File: src/rtl/probe_uplink_pkg.sv
// Shared definitions for the probe uplink arbiter: FSM encoding and header layout.
// Must stay in sync with the probe command/encoding defines and SerialProbeXactor.
package probe_uplink_pkg;

  typedef enum logic [1:0] {
    IDLE    = 2'd0,
    HEADER  = 2'd1,
    BODY    = 2'd2,
    RELEASE = 2'd3
  } state_e;

  localparam int WordWidth   = 32;
  localparam int HdrIdMsb    = 31;
  localparam int HdrIdLsb    = 16;
  localparam int HdrCountMsb = 15;
  localparam int HdrCountLsb = 0;

  function automatic logic [15:0] hdr_count(input logic [WordWidth-1:0] w);
    return w[HdrCountMsb:HdrCountLsb];
  endfunction

  function automatic logic [15:0] hdr_id(input logic [WordWidth-1:0] w);
    return w[HdrIdMsb:HdrIdLsb];
  endfunction

endpackage

File: src/rtl/probe_uplink_arbiter_if.sv
// Probe-side and uplink-side signals of the arbiter; slave is the arbiter's view.
interface probe_uplink_arbiter_if #(
  parameter int NumProbes = 4
);
  import probe_uplink_pkg::*;

  logic [WordWidth*NumProbes-1:0] DATAUP;
  logic [NumProbes-1:0]           DATAVALID;
  logic [NumProbes-1:0]           DELAY;
  logic [NumProbes-1:0]           ACK;
  logic [WordWidth-1:0]           OUTDATA;
  logic                           OUTLAST;
  logic                           OUTVALID;
  logic                           OUTREADY;

  modport slave (
    input  DATAUP, DATAVALID, DELAY, OUTREADY,
    output ACK, OUTDATA, OUTLAST, OUTVALID
  );

  modport master (
    output DATAUP, DATAVALID, DELAY, OUTREADY,
    input  ACK, OUTDATA, OUTLAST, OUTVALID
  );

endinterface

File: src/rtl/probe_uplink_fifo.sv
// Fall-through FIFO; head is combinational from storage and reads zero while empty.
module probe_uplink_fifo #(
  parameter int Width     = 33,
  parameter int Depth     = 8,
  parameter int AddrWidth = 3
) (
  input  logic             UCLK,
  input  logic             URST,
  input  logic             push_i,
  input  logic [Width-1:0] push_data_i,
  input  logic             pop_i,
  output logic             full_o,
  output logic             empty_o,
  output logic [Width-1:0] head_o
);

  logic [Width-1:0]     mem_q [Depth];
  logic [AddrWidth-1:0] wr_ptr_q, wr_ptr_d, rd_ptr_q, rd_ptr_d;
  logic [AddrWidth:0]   count_q, count_d;
  logic                 do_push, do_pop;

  assign full_o  = (count_q == (AddrWidth+1)'(Depth));
  assign empty_o = (count_q == '0);
  assign do_push = push_i && !full_o;
  assign do_pop  = pop_i && !empty_o;
  assign head_o  = empty_o ? '0 : mem_q[rd_ptr_q];

  always_comb begin
    wr_ptr_d = do_push ? wr_ptr_q + 1'b1 : wr_ptr_q;
    rd_ptr_d = do_pop  ? rd_ptr_q + 1'b1 : rd_ptr_q;
    count_d  = count_q;
    if (do_push && !do_pop)      count_d = count_q + 1'b1;
    else if (do_pop && !do_push) count_d = count_q - 1'b1;
  end

  // NOTE: storage has no reset; validity is tracked by count_q and empty reads are masked.
  always_ff @(posedge UCLK) begin
    if (do_push) mem_q[wr_ptr_q] <= push_data_i;
  end

  // NOTE: sequential state uses non-blocking assignments so all registers update together.
  always_ff @(posedge UCLK or negedge URST) begin
    if (!URST) begin
      wr_ptr_q <= '0;
      rd_ptr_q <= '0;
      count_q  <= '0;
    end else begin
      wr_ptr_q <= wr_ptr_d;
      rd_ptr_q <= rd_ptr_d;
      count_q  <= count_d;
    end
  end

endmodule

File: src/rtl/probe_uplink_arbiter.sv
// Round-robin merge of NumProbes probe dump streams onto one 32-bit uplink,
// forwarding whole packets (header + counted body) with the last word tagged.
module probe_uplink_arbiter
  import probe_uplink_pkg::*;
#(
  parameter int NumProbes     = 4,
  parameter int FifoDepth     = 8,
  parameter int FifoAddrWidth = 3
) (
  input  logic                    UCLK,
  input  logic                    URST,
  probe_uplink_arbiter_if.slave   up
);

  localparam int IdxW = (NumProbes > 1) ? $clog2(NumProbes) : 1;

  state_e                 state_q, state_d;
  logic [IdxW-1:0]        grant_q, grant_d;
  logic [IdxW-1:0]        rr_ptr_q, rr_ptr_d;
  logic [15:0]            word_cnt_q, word_cnt_d;

  logic [NumProbes-1:0]   req;
  logic [WordWidth-1:0]   words [NumProbes];
  logic [WordWidth-1:0]   cur_word;
  logic                   found;
  logic [IdxW-1:0]        pick;
  logic [IdxW:0]          scan;
  logic                   push, push_last;
  logic [NumProbes-1:0]   ack;
  logic                   fifo_full, fifo_empty;
  logic [WordWidth:0]     fifo_head;

  assign req = up.DATAVALID & up.DELAY;

  always_comb begin
    for (int i = 0; i < NumProbes; i++) words[i] = up.DATAUP[i*WordWidth +: WordWidth];
  end
  assign cur_word = words[grant_q];

  // First requester at or after rr_ptr_q, wrapping modulo NumProbes.
  always_comb begin
    found = 1'b0;
    pick  = rr_ptr_q;
    scan  = '0;
    for (int k = 0; k < NumProbes; k++) begin
      scan = {1'b0, rr_ptr_q} + (IdxW+1)'(k);
      if (scan >= (IdxW+1)'(NumProbes)) scan = scan - (IdxW+1)'(NumProbes);
      if (!found && req[scan[IdxW-1:0]]) begin
        found = 1'b1;
        pick  = scan[IdxW-1:0];
      end
    end
  end

  // NOTE: every output gets a default first so no path leaves a latch behind.
  always_comb begin
    state_d    = state_q;
    grant_d    = grant_q;
    rr_ptr_d   = rr_ptr_q;
    word_cnt_d = word_cnt_q;
    push       = 1'b0;
    push_last  = 1'b0;
    ack        = '0;
    unique case (state_q)
      IDLE: begin
        if (found) begin
          grant_d = pick;
          state_d = HEADER;
        end
      end
      HEADER: begin
        if (up.DATAVALID[grant_q] && !fifo_full) begin
          push          = 1'b1;
          ack[grant_q]  = 1'b1;
          word_cnt_d    = hdr_count(cur_word);
          if (hdr_count(cur_word) == 16'd0) begin
            push_last = 1'b1;
            state_d   = RELEASE;
          end else begin
            state_d   = BODY;
          end
        end
      end
      BODY: begin
        if (up.DATAVALID[grant_q] && !fifo_full) begin
          push         = 1'b1;
          ack[grant_q] = 1'b1;
          word_cnt_d   = word_cnt_q - 16'd1;
          if (word_cnt_q == 16'd1) begin
            push_last = 1'b1;
            state_d   = RELEASE;
          end
        end
      end
      RELEASE: begin
        rr_ptr_d = (grant_q == IdxW'(NumProbes - 1)) ? '0 : grant_q + 1'b1;
        state_d  = IDLE;
      end
      default: state_d = IDLE;
    endcase
  end

  always_ff @(posedge UCLK or negedge URST) begin
    if (!URST) begin
      state_q    <= IDLE;
      grant_q    <= '0;
      rr_ptr_q   <= '0;
      word_cnt_q <= '0;
    end else begin
      state_q    <= state_d;
      grant_q    <= grant_d;
      rr_ptr_q   <= rr_ptr_d;
      word_cnt_q <= word_cnt_d;
    end
  end

  probe_uplink_fifo #(
    .Width     (WordWidth + 1),
    .Depth     (FifoDepth),
    .AddrWidth (FifoAddrWidth)
  ) u_fifo (
    .UCLK        (UCLK),
    .URST        (URST),
    .push_i      (push),
    .push_data_i ({push_last, cur_word}),
    .pop_i       (up.OUTREADY),
    .full_o      (fifo_full),
    .empty_o     (fifo_empty),
    .head_o      (fifo_head)
  );

  assign up.ACK      = ack;
  assign up.OUTDATA  = fifo_head[WordWidth-1:0];
  assign up.OUTLAST  = fifo_head[WordWidth];
  assign up.OUTVALID = !fifo_empty;

endmodule

File: src/flat_wrapper.sv
// flat-port wrapper written by rule: the top's interface ports become plain ports
module probe_uplink_arbiter_flat import probe_uplink_pkg::*;
#(
  parameter int NumProbes     = 4,
  parameter int FifoDepth     = 8,
  parameter int FifoAddrWidth = 3
)
  (UCLK, URST, up_DATAUP, up_DATAVALID, up_DELAY, up_OUTREADY, up_ACK, up_OUTDATA, up_OUTLAST, up_OUTVALID);
  probe_uplink_arbiter_if #(.NumProbes(NumProbes)) up_i ();
  input  logic UCLK;
  input  logic URST;
  input wire logic [$bits(up_i.DATAUP)-1:0] up_DATAUP;
  input wire logic [$bits(up_i.DATAVALID)-1:0] up_DATAVALID;
  input wire logic [$bits(up_i.DELAY)-1:0] up_DELAY;
  input wire logic [$bits(up_i.OUTREADY)-1:0] up_OUTREADY;
  output wire logic [$bits(up_i.ACK)-1:0] up_ACK;
  output wire logic [$bits(up_i.OUTDATA)-1:0] up_OUTDATA;
  output wire logic [$bits(up_i.OUTLAST)-1:0] up_OUTLAST;
  output wire logic [$bits(up_i.OUTVALID)-1:0] up_OUTVALID;
  assign up_i.DATAUP = up_DATAUP;
  assign up_i.DATAVALID = up_DATAVALID;
  assign up_i.DELAY = up_DELAY;
  assign up_i.OUTREADY = up_OUTREADY;
  assign up_ACK = up_i.ACK;
  assign up_OUTDATA = up_i.OUTDATA;
  assign up_OUTLAST = up_i.OUTLAST;
  assign up_OUTVALID = up_i.OUTVALID;
  probe_uplink_arbiter #(.NumProbes(NumProbes), .FifoDepth(FifoDepth), .FifoAddrWidth(FifoAddrWidth)) u_core (.UCLK(UCLK), .URST(URST), .up(up_i));
endmodule
File: config.mk
export PLATFORM = sky130hd
export DESIGN_NAME = probe_uplink_arbiter_flat
export DESIGN_NICKNAME = d
export VERILOG_FILES = /design/src/rtl/probe_uplink_pkg.sv /design/src/rtl/probe_uplink_arbiter_if.sv /design/src/rtl/probe_uplink_fifo.sv /design/src/rtl/probe_uplink_arbiter.sv /design/src/flat_wrapper.sv
export SDC_FILE = /design/constraint.sdc
export NUM_CORES = 1
export LEC_CHECK = 0
export ABC_AREA = 1
export ABC_CLOCK_PERIOD_IN_PS = 3200
export BUFFER_PORTS_ARGS = -buffer_cell sky130_fd_sc_hd__buf_2
export CORE_MARGIN = 5
export CORE_UTILIZATION = 45
export DETAILED_ROUTE_END_ITERATION = 10
export PLACE_DENSITY = 0.67
export SKIP_CTS_REPAIR_TIMING = 1
export SLEW_MARGIN = 20
export SYNTH_ARGS = -nofsm -noshare
export SYNTH_HDL_FRONTEND = slang
export SYNTH_SLANG_ARGS = --single-unit
export TNS_END_PERCENT = 30
File: constraint.sdc
create_clock -name UCLK -period 3.2 [get_ports UCLK]
set_input_delay 0.64 -clock UCLK [delete_from_list [all_inputs] [get_ports UCLK]]
set_output_delay 0.64 -clock UCLK [all_outputs]
set_load 0.02 [all_outputs]
==> results of run 1 <==
-- logic make-up (layout without fill, tap and decap cells) --
family,Yosys count,in the layout,share of synthesized area
AO/OA/AOI/OAI,332,332,0.133
XOR/XNOR,7,7,0.00453
adder cells (fa/ha/maj),16,16,0.0154
buffers and inverters,142,322,0.0428
flip-flops,296,296,0.645
AND/OR/NAND/NOR,545,545,0.159
-- metal layers --
| metal | vias up | GRT usage | share of wire |
|---|---|---|---|
| met1 | 4806 | 0.263 | 0.43 |
| met3 | 58 | 0.0298 | 0.068 |
| li1 | 4994 | - | - |
| met4 | 0 | 0.0515 | 0.022 |
| met5 | - | 0 | 0 |
| met2 | 337 | 0.323 | 0.48 |
-- power by group --
part / switching [mW] / internal, mW
logic: 5.32 / 2.26
clock network: 1.40 / 2.04
registers: 0.331 / 5.56
total: 7.05 / 9.87
-- sequential cells by signal, indices dropped and copies added, names as in the netlist --
name,count
u_core.u_fifo.mem_q,264
u_core.rr_ptr_q,2
u_core.grant_q,2
u_core.word_cnt_q,16
u_core.u_fifo.wr_ptr_q,3
u_core.state_q,2
u_core.u_fifo.count_q,4
u_core.u_fifo.rd_ptr_q,3
-- synth_stat cells, types with 2 or more instances --
cell type / n / area, um^2
buf_1: 2 / 7.51
buf_4: 3 / 22.5
xnor2_1: 2 / 17.5
nor3_1: 3 / 15.0
nor2_1: 277 / 1040
nand3_1: 59 / 295
o21ai_0: 223 / 1120
o22ai_1: 51 / 319
o21ai_1: 5 / 25.0
nand2_1: 198 / 743
a31oi_1: 33 / 206
clkbuf_1: 53 / 199
ha_1: 15 / 188
edfxtp_1: 264 / 7930
nand4_1: 2 / 12.5
dfrtp_1: 32 / 801
inv_1: 56 / 210
o221ai_1: 2 / 17.5
a21oi_1: 9 / 45.0
buf_2: 22 / 110
xor2_1: 5 / 43.8
o211ai_1: 5 / 37.5
inv_2: 5 / 18.8
-- layout make-up --
class | instances | area, um^2 | share of cell area
sequential | 296 | 8730 | 0.546
multi-input combinational | 900 | 4280 | 0.267
timing repair buffer | 205 | 1270 | 0.0795
clock buffer | 41 | 863 | 0.0540
tap | 390 | 488 | 0.0305
inverter | 61 | 231 | 0.0145
clock inverter | 15 | 133 | 0.00829
-- stage by stage --
stage	power, mW	setup slack (ns)	TNS (ns)	cells	hold WS (ns)
after floorplan	11.0	-0.0521	-6.87	1338	0.344
after global placement	13.4	0.518	0	1852	0.477
after detailed placement	13.6	0.517	0	1852	0.488
after CTS	17.0	0.0628	0	1908	0.209
after global routing	18.2	-0.00785	-0.0153	1908	0.248
final	16.9	0.156	0	1908	0.187
-- worst max-delay path by stage --
stage | startpoint | depth (start not counted) | endpoint | slack, ns
4_1_cts | u_core.u_fifo.rd_ptr_q[1] | 7 | up_OUTDATA[0] | 0.06
5_1_grt | u_core.u_fifo.rd_ptr_q[1] | 6 | up_OUTDATA[0] | -0.008
3_5_place_dp | up_DATAVALID[1] | 16 | u_core.u_fifo.count_q[3] | 0.52
2_1_floorplan | up_DATAVALID[1] | 9 | u_core.u_fifo.mem_q[0][0] | -0.05
6_report | u_core.u_fifo.rd_ptr_q[1] | 7 | up_OUTDATA[2] | 0.16
3_3_place_gp | up_DATAVALID[1] | 16 | u_core.u_fifo.count_q[3] | 0.52
-- critical path: stages (launching register included) --
cell and delay [ns]:
dfrtp_2 0.52, clkinv_2 0.22, buf_12 0.22, o21ai_0 0.11, o22ai_1 0.11, o21ai_0 0.10, a31oi_1 0.33, buf_2 0.24
==> results.json, run 1 <==
{
  "status": "finished clean",
  "die-area_um2": 33600,
  "p_leak_nw": 6.10,
  "ioPinCount": 177,
  "final_common_cell": "nor2_1",
  "antenna_left": 0,
  "synth_edf_count": 264,
  "worstRegToRegCells": 14,
  "rsz0062_at_grt": "yes",
  "postPlaceCellArea_um2": 15000,
  "drc": 0,
  "area_delta_synth_final_pct": 18.3,
  "irDropWorstVdd_mv": 0.596,
  "synthFlopType": "edfxtp_1",
  "clk_latency_ns": 0.54,
  "synth_cell_type_count": 35,
  "start_util": 0.456,
  "cts.path.max_buffers": 3,
  "ys_seq_area_frac": 0.645,
  "final_cell_mix": "nor2_1 (269), edfxtp_1 (264), o21ai_0 (223)",
  "tightest_slew_ns": 0.822,
  "cp.required_ns": 2.56,
  "slew_viol_final": 0,
  "synth.ff_latch_count": 296,
  "async_flop_share": 0.108,
  "nFillCells": 2623,
  "grt.total_usage": 0.192,
  "max_slew_margin": 0.452,
  "rr_startpoint": "u_core.grant_q[1]",
  "synth_warnings": 0,
  "cp_data_arrival_time_ns": 2.40,
  "r2r_slack_ns": 0.59,
  "diodes": 0,
  "die_h_um": 183,
  "crit_type": "reg2out",
  "drt-pass1-iter-count": 5,
  "via_count": 10200,
  "setup_viol": 0,
  "clock-root-buffer": "clkbuf_16",
  "syn_area_um2": 13500,
  "portBuffers": 176,
  "drv_cap": 0,
  "min_period_ns": 3.04,
  "cts_sinks": 296,
  "hold_viol_final": 0,
  "end_kind": "output port",
  "fin_area_um2": 16000,
  "cts_tree": "done",
  "drt_iter0_markers": 858,
  "fin_util": 0.540,
  "final_layout_size_suffix_gt1_frac": 0.181,
  "grt_pass1_vias": 9993,
  "syn_area_per_cell_um2": 10.1,
  "grt.overflow.total": 0,
  "syn_inst": 1338,
  "finalWirelength_um": 33000,
  "viasPerCell": 5.34,
  "antenna_found_initial": 0,
  "nets": 1649,
  "p_per_area_nw_per_um2": 1060,
  "dieWidth_um": 183,
  "skew_ns": 0.00805,
  "synth_nets": 1493,
  "wl_per_cell_um": 17.3,
  "core_um2": 29600,
  "grt_pass1_wl_um": 52300,
  "num_rows": 63,
  "gp_congestion": 0.865,
  "cts_made_buffers": 30,
  "r2r-end": "u_core.u_fifo.count_q[3]",
  "fin_crit_sh": 0.951,
  "max_freq_ghz": 0.328,
  "hold_path_class": "in2async",
  "h-tree-depth": 1,
  "grt_max_degree": 87,
  "hpwl_um": 20800,
  "worstSetupStartpointType": "flop",
  "cts.reportedPaths.clkPinSlew_ns": 0.06,
  "cp_max_fo": 32
}
No activity file was read; power rests on OpenSTA's default activity.
==> inputs of run 2 (changes only) <==
- CORE_UTILIZATION: 45 -> 35
- PLACE_DENSITY: 0.67 -> default
- RECOVER_POWER: default -> 50
==> results.json, run 2 (synthesis results as in run 1) <==
{
  "status": "finished, violations left",
  "violations": "capacitance limit, slew limit",
  "cp_max_fo": 25,
  "worstSetupStartpointType": "flop",
  "skew_ns": 0.0135,
  "cp_data_arrival_time_ns": 2.41,
  "via_count": 10300,
  "h-tree-depth": 1,
  "gp_congestion": 0.891,
  "postPlaceCellArea_um2": 15100,
  "crit_slowest_cell": "dfrtp_4",
  "nFillCells": 3667,
  "viasPerCell": 5.05,
  "finalWirelength_um": 35200,
  "cp.depth": 7,
  "top_register": "u_core.u_fifo.mem_q",
  "rr_startpoint": "u_core.grant_q[0]",
  "hp-start": "up_OUTREADY",
  "die-area_um2": 42700,
  "ioPinCount": 177,
  "antenna_left": 0,
  "drt_iter0_markers": 739,
  "worstRegToRegCells": 8,
  "p_per_area_nw_per_um2": 1060,
  "fin_crit_sh": 0.954,
  "p_leak_nw": 6.09,
  "cts_sinks": 296,
  "clk_latency_ns": 0.54,
  "crit_type": "reg2out",
  "critical_path_buf_inv_count": 3,
  "cts.path.max_buffers": 3,
  "grt.total_usage": 0.161,
  "path_cells": "inv_2 -> buf_6 -> o21ai_0 -> o22ai_1 -> o21ai_1 -> a31oi_1 -> buf_2",
  "cts_made_buffers": 30,
  "grt.overflow.total": 0,
  "area_delta_synth_final_pct": 19.5,
  "hold_viol_final": 0,
  "antenna_found_initial": 0,
  "max_stage_delay_ns": 0.59,
  "fin_total_pwr_mw": 17.2,
  "grt_pass1_vias": 10100,
  "top_regs": "u_core.u_fifo.mem_q (264), u_core.word_cnt_q (16), u_core.u_fifo.count_q (4)",
  "dieWidth_um": 207,
  "slew_viol_final": 33,
  "max_freq_ghz": 0.328,
  "irDropWorstVdd_mv": 0.553,
  "nets": 1651,
  "drv_cap": 1,
  "drc": 0,
  "clock-root-buffer": "clkbuf_16",
  "largest_reg_flops": 264,
  "fin_area_um2": 16200,
  "final_layout_size_suffix_gt1_frac": 0.182,
  "grt_pass1_wl_um": 55100,
  "cts.reportedPaths.clkPinSlew_ns": 0.06,
  "setup_viol": 0,
  "max_slew_margin": -0.260,
  "final_cell_mix": "nor2_1 (270), edfxtp_1 (264), o21ai_0 (224)",
  "rsz0062_at_grt": "yes",
  "grt_max_degree": 80,
  "portBuffers": 176,
  "wl_per_cell_um": 17.3,
  "cp.required_ns": 2.56,
  "core_um2": 38500,
  "min_period_ns": 3.05,
  "final_common_cell": "nor2_1",
  "cpLargestDelayFamily": "compound AO/OA/AOI/OAI gates",
  "cp-startpoint": "u_core.u_fifo.rd_ptr_q[1]",
  "cts_tree": "done",
  "start_util": 0.352,
  "whs_ns": 0.472,
  "hold_path_class": "in2reg",
  "end_kind": "output port",
  "drt-pass1-iter-count": 8,
  "die_h_um": 207,
  "fin_util": 0.420,
  "num_rows": 72,
  "hold_path_depth": 3,
  "hpwl_um": 22100,
  "tightest_slew_ns": 1.89
}
[run 2: area by class of cell]
class | instances | area, um^2 | area share
inverter | 61 | 231 | 0.0143
timing repair buffer | 207 | 1240 | 0.0766
sequential | 296 | 8740 | 0.541
tap | 518 | 648 | 0.0401
multi-input combinational | 900 | 4290 | 0.266
antenna | 1 | 2.50 | 0.000155
clock inverter | 16 | 161 | 0.00999
clock buffer | 39 | 846 | 0.0523
[run 2: metal layers]
metal  routed length [um]  up-vias  global-route usage  part of all wire
li1                     -     4999                   -                 -
met1                15900     4937               0.228              0.45
met2                16700      320               0.267              0.47
met3                 2060       36              0.0208             0.058
met4                  500        0              0.0316             0.014
met5                    0        -                   0                 0
[run 2: power by group]
part	leakage (nW)	internal [mW]	total [mW]	switching (mW)
sequential	2.77	5.57	5.93	0.361
clock	0.478	2.09	3.52	1.42
combinational	2.84	2.27	7.73	5.46
[run 2: path summary, 6_finish.rpt]
kind,endpoint,slack [ns]
max,up_OUTDATA[5],0.15
min,u_core.u_fifo.rd_ptr_q[0],0.47
max reg2reg,u_core.u_fifo.mem_q[3][18],0.23
min reg2reg,u_core.word_cnt_q[13],0.50
max in group asynchronous,u_core.u_fifo.rd_ptr_q[0],1.24
min in group asynchronous,u_core.word_cnt_q[8],0.61
[run 2: tightest hold or removal path, delay by kind of cell]
kind	cells	cell delay, ns
simple gates	1	0.15
buf+inv	1	0.10
xor+xnor	1	0.09
[run 2: stage by stage]
step	setup slack [ns]	setup TNS, ns	std cells
2_1_floorplan	-0.0521	-6.87	1338
3_3_place_gp	0.465	0	1981
3_5_place_dp	0.433	0	1981
4_1_cts	0.0178	0	2036
5_1_grt	-0.0295	-0.0295	2037
6_report	0.147	0	2038
